### config.mk
export PLATFORM = sky130hd
export DESIGN_NAME = imm_extend_pipe
export DESIGN_NICKNAME = d
export VERILOG_FILES = /design/src/rtl/imm_extend_pipe.sv
export SDC_FILE = /design/constraint.sdc
export NUM_CORES = 1
export LEC_CHECK = 0
export ABC_CLOCK_PERIOD_IN_PS = 3500
export CAP_MARGIN = 0
export CORE_MARGIN = 4
export CORE_UTILIZATION = 48
export CTS_CLUSTER_DIAMETER = 120
export DETAILED_ROUTE_END_ITERATION = 6
export GPL_ROUTABILITY_DRIVEN = 0
export HOLD_SLACK_MARGIN = 0.02
export MAX_ROUTING_LAYER = met4
export PLACE_DENSITY = 0.94
export SYNTH_ARGS = -nofsm -noshare
export SYNTH_HDL_FRONTEND = slang
export SYNTH_SLANG_ARGS = --single-unit
### constraint.sdc
create_clock -name clk -period 3.5 [get_ports clk]
set_input_delay 0.525 -clock clk [delete_from_list [all_inputs] [get_ports clk]]
set_output_delay 0.525 -clock clk [all_outputs]
set_load 0.05 [all_outputs]
### src/rtl/imm_extend_pipe.sv
// imm_extend_pipe: RISC-V immediate generator covering I/S/B/J/U, shamt and CSR-zimm at XLEN 32 or 64.
// Latency: STAGES register stages (1 or 2), so a result appears STAGES cycles after its input cycle; one result per cycle when unstalled.
// Backpressure: every stage holds while outReady is low. inReady falls combinationally once all stages are full, and there is no skid buffer.
//
// Ports:
//   clk, reset          rising-edge clock, synchronous active-high reset
//   inValid/inReady     input handshake for instr (instruction bits [31:7]) and immSrc (format select)
//   outValid/outReady   output handshake for immExt (extended immediate) and illegal (came from immSrc = 3'b111)
//   errCount            saturating count of accepted illegal selects, counted at acceptance
module imm_extend_pipe #(
   parameter int XLEN   = 32,
   parameter int STAGES = 1
) (
   input  logic            clk,
   input  logic            reset,
   input  logic            inValid,
   output logic            inReady,
   input  logic [24:0]     instr,
   input  logic [2:0]      immSrc,
   output logic            outValid,
   input  logic            outReady,
   output logic [XLEN-1:0] immExt,
   output logic            illegal,
   output logic [7:0]      errCount
);

   localparam logic [2:0] SEL_ILLEGAL = 3'b111;

   // All formats are built at 64 bits and truncated, so a single set of
   // concatenations serves both XLEN settings.
   function automatic logic [XLEN-1:0] gen_imm(input logic [24:0] ins, input logic [2:0] sel);
      logic [31:7] ir;
      logic [63:0] w;
      ir = ins;
      w  = '0;
      case (sel)
         3'b000:  w = {{52{ir[31]}}, ir[31:20]};
         3'b001:  w = {{52{ir[31]}}, ir[31:25], ir[11:7]};
         3'b010:  w = {{51{ir[31]}}, ir[31], ir[7], ir[30:25], ir[11:8], 1'b0};
         3'b011:  w = {{43{ir[31]}}, ir[31], ir[19:12], ir[20], ir[30:21], 1'b0};
         3'b100:  w = {{32{ir[31]}}, ir[31:12], 12'b0};
         3'b101:  w = (XLEN == 64) ? {58'b0, ir[25:20]} : {59'b0, ir[24:20]};
         3'b110:  w = {59'b0, ir[19:15]};
         default: w = '0;
      endcase
      return w[XLEN-1:0];
   endfunction

   // Source feeding the output register: the raw inputs for one stage,
   // the stage-1 registers for two.
   logic            src_vld;
   logic [24:0]     src_instr;
   logic [2:0]      src_sel;

   logic            out_vld_q;
   logic [XLEN-1:0] out_imm_q, out_imm_d;
   logic            out_ill_q, out_ill_d;
   logic            out_adv;
   logic [7:0]      err_cnt_q, err_cnt_d;
   logic            accept;

   // The output register can take new data when it is empty or its data leaves this cycle.
   assign out_adv = !out_vld_q || outReady;
   assign accept  = inValid && inReady;

   if (STAGES == 2) begin : g_two_stage
      logic        s1_vld_q;
      logic [24:0] s1_instr_q;
      logic [2:0]  s1_sel_q;

      // Stage 1 advances when empty or when its entry moves into the output register.
      assign inReady = !s1_vld_q || out_adv;

      always_ff @(posedge clk) begin
         if (reset) begin
            s1_vld_q   <= 1'b0;
            s1_instr_q <= '0;
            s1_sel_q   <= '0;
         end else if (inReady) begin
            s1_vld_q <= inValid;
            if (inValid) begin
               s1_instr_q <= instr;
               s1_sel_q   <= immSrc;
            end
         end
      end

      assign src_vld   = s1_vld_q;
      assign src_instr = s1_instr_q;
      assign src_sel   = s1_sel_q;
   end else begin : g_one_stage
      // Any value other than 2 builds the single-stage form.
      assign inReady   = out_adv;
      assign src_vld   = inValid;
      assign src_instr = instr;
      assign src_sel   = immSrc;
   end

   always_comb begin
      out_imm_d = gen_imm(src_instr, src_sel);
      out_ill_d = (src_sel == SEL_ILLEGAL);
   end

   // Data is only rewritten when a valid entry loads, so a stalled result stays put.
   always_ff @(posedge clk) begin
      if (reset) begin
         out_vld_q <= 1'b0;
         out_imm_q <= '0;
         out_ill_q <= 1'b0;
      end else if (out_adv) begin
         out_vld_q <= src_vld;
         if (src_vld) begin
            out_imm_q <= out_imm_d;
            out_ill_q <= out_ill_d;
         end
      end
   end

   always_comb begin
      err_cnt_d = err_cnt_q;
      if (accept && (immSrc == SEL_ILLEGAL) && (err_cnt_q != 8'hFF)) begin
         err_cnt_d = err_cnt_q + 8'd1;
      end
   end

   always_ff @(posedge clk) begin
      if (reset) begin
         err_cnt_q <= '0;
      end else begin
         err_cnt_q <= err_cnt_d;
      end
   end

   assign outValid = out_vld_q;
   assign immExt   = out_imm_q;
   assign illegal  = out_ill_q;
   assign errCount = err_cnt_q;

endmodule

==> flow_summary.yaml <==
critical_path:
  crit_path_end_kind: "output pin"
  crit_path_max_fanout: 8
  path_buf_inv: 2
  critPathTopFamily: "buffers and inverters"
  cpMostUsedCell: "clkdlybuf4s50_1"
  path_class: "in2out"
  max_stage_delay_ps: 850
  worst_setup_path_start_kind: "primary input"
  crit_chain: "clkdlybuf4s50_1 -> nand2b_1 -> clkdlybuf4s50_1"
  arrival_ps: 2070
  crit_required_ps: 2970
  cp_slowest_cell: "clkdlybuf4s50_1"
power_and_ir_drop:
  power_density_nw_per_um2: 391
  power_frac_seq_pct: 45.4
  switching_power_w: 0.000354
  combPwrFrac_pct: 25.6
  power_leakage_nw: 1.10
  pwr-share-clk_pct: 29.1
  peakVddDrop_uv: 214
  sw_frac_of_total_pct: 31.4
  power.internal_w: 0.000775
cells_and_area:
  final_nets: 341
  areaGrowthSynthToFinish_pct: 41.9
  fill_cells: 316
  layout_commonest_cell: "clkdlybuf4s50_1"
  multi_input_area_um2: 1080
  antenna_cells: 0
  utilization_pct: 71.2
  regArea_um2: 841
  drive_above_1_share_pct: 6.15
  most-common-layout-cells: "clkdlybuf4s50_1 (74), dfxtp_1 (42), a21oi_1 (41)"
sta:
  tns_ps: 0
  finClkSkew_ps: 3.72
  worst_slew_pin_slew_ps: 894
  setup_viol: 0
  fmax_ghz: 0.386
  grt_setup_unrepaired: "false"
  slew_viol_final: 0
  hold_viol: 0
  maxSlewHeadroom_pct: 40.2
  min_period_ps: 2590
  period_share_pct: 74.1
cts:
  cts_tree: "built"
  ctsResizeCount: 0
  cts_setup_buffers: 0
  cts.sinks: 42
  path_clk_slew_ps: 80
  clkLatencyLatePin_ps: 300
  cts_buffer_depth: 2
  cts_buffers: 5
  h-tree-depth: 2
  cts_hold_buf: 0
  cts_root_buf: "clkbuf_8"
route:
  drc: 0
  initialDrtViolationCount: 194
  vias: 2170
  dr.pass1.iters: 4
  drt_wl_total_um: 5930
  via_per_inst: 6.04
  wl_per_cell_um: 16.5
  postRouteAntennaNets: 0
synth:
  syn-cell-area_um2: 2040
  ys_ff_latch: 42
  ys_types: 39
  avgSynthCellArea_um2: 8.34
  yosysSeqAreaShare_pct: 41.3
  yosysWarnings: 0
  synth_ff_type: "dfxtp_1"
  netlist_instances: 244
  postSynth.asyncResetShare_pct: 0
  synth_enable_flop_cells: 0
  syn_nets: 277
status:
  status: "finished clean"
die:
  initial_core_util_pct: 50.2
  die_h_um: 73.1
  ioPinCount: 75
  row_count: 23
  die-area_um2: 5350
  core_um2: 4060
  dieWidth_um: 73.1
global_route:
  grt_max_degree: 28
  antenna_found_initial: 0
  grt_pass1_wl_um: 9670
  track_usage_pct: 23.6
  grt_pass1_vias: 2014
  grt_overflow_total: 0
hold_path:
  hp-class: "reg2reg"
placed_design:
  hpwl_um: 4280
  portBuffers: 74
job:
  maxCapViolations: 0
[flip-flops by register name, summed over array words and instances (netlist names)]
signal / cells
errCount: 8
illegal: 1
immExt: 32
outValid: 1
[per-layer routing]
metal,part of all wire (%),up-vias,GRT usage (%)
met5,0,-,-
met3,6.4,12,4.55
li1,-,1034,-
met2,49,102,35.2
met4,2.0,0,11.7
met1,43,1022,30.5
[worst reg2reg max path: stages, from the launching register on]
cell	delay, ps
dfxtp_1	420
nand3_1	150
or4b_4	540
or4_1	520
a21oi_1	170
[path summary, 6_finish.rpt]
kind | slack, ps | cells past startpoint | endpoint | startpoint
worst min-delay path | 460 | 2 | immExt[6] | immExt[6]
worst max register to register | 1620 | 4 | errCount[7] | errCount[2]
worst max-delay path | 910 | 3 | inReady | outReady
worst min register to register | 460 | 2 | immExt[6] | immExt[6]
[final cells by class]
type	instances	area share [%]
Multi-Input combinational cell	174	37.6
Timing Repair Buffer	80	27.2
Clock buffer	6	2.86
Sequential cell	42	29.1
Inverter	5	0.650
Clock inverter	2	0.433
Tap cell	50	2.17
[cell families after synthesis]
group	Yosys count	synth area share (%)
compound gates	89	30.4
simple gates	75	17.9
flops	42	41.3
buf+inv	28	5.41
mux	7	3.56
xor+xnor	2	0.861
fa+ha+maj	1	0.615
[cell usage after synthesis, types with 2 or more instances]
cell	n	area [um^2]
nand2b_1	2	12.5
o21ai_0	4	20.0
o31ai_1	2	15.0
nor2b_1	5	31.3
a32o_1	2	20.0
nand2_1	23	86.3
o211a_1	8	80.1
a2bb2oi_1	11	96.3
xor2_1	2	17.5
mux2i_1	5	50.1
and3_1	2	12.5
buf_2	4	20.0
a21oi_1	41	205
a22oi_1	2	15.0
mux2_2	2	22.5
nor2_1	16	60.1
nor3_1	3	15.0
a221oi_1	4	35.0
nand3_1	13	65.1
and2_1	2	12.5
dfxtp_1	42	841
inv_1	4	15.0
a22o_1	2	17.5
buf_1	2	7.51
nand4_1	2	12.5
or3_1	3	18.8
o221ai_1	8	70.1
clkbuf_1	17	63.8
[power groups by stage]
stage	clock, W	combinational [W]	sequential (W)
floorplan	0	0.000106	0.000597
global placement	0	0.000283	0.000522
detailed placement	0	0.000287	0.000523
CTS	0.000333	0.000288	0.000512
global route	0.000355	0.000307	0.000514
finish	0.000328	0.000289	0.000512
[stage by stage]
step / instance area, um^2 / power (W) / setup slack [ps] / cells / hold slack (ps)
after floorplan: 2040 / 0.000702 / 1360 / 244 / 655
after global placement: 2790 / 0.000805 / 850 / 351 / 442
after detailed placement: 2790 / 0.000810 / 735 / 351 / 447
after CTS: 2890 / 0.00113 / 915 / 359 / 464
after global routing: 2890 / 0.00118 / 883 / 359 / 477
final: 2890 / 0.00113 / 908 / 359 / 462
Power figures use the tool's default switching activity.
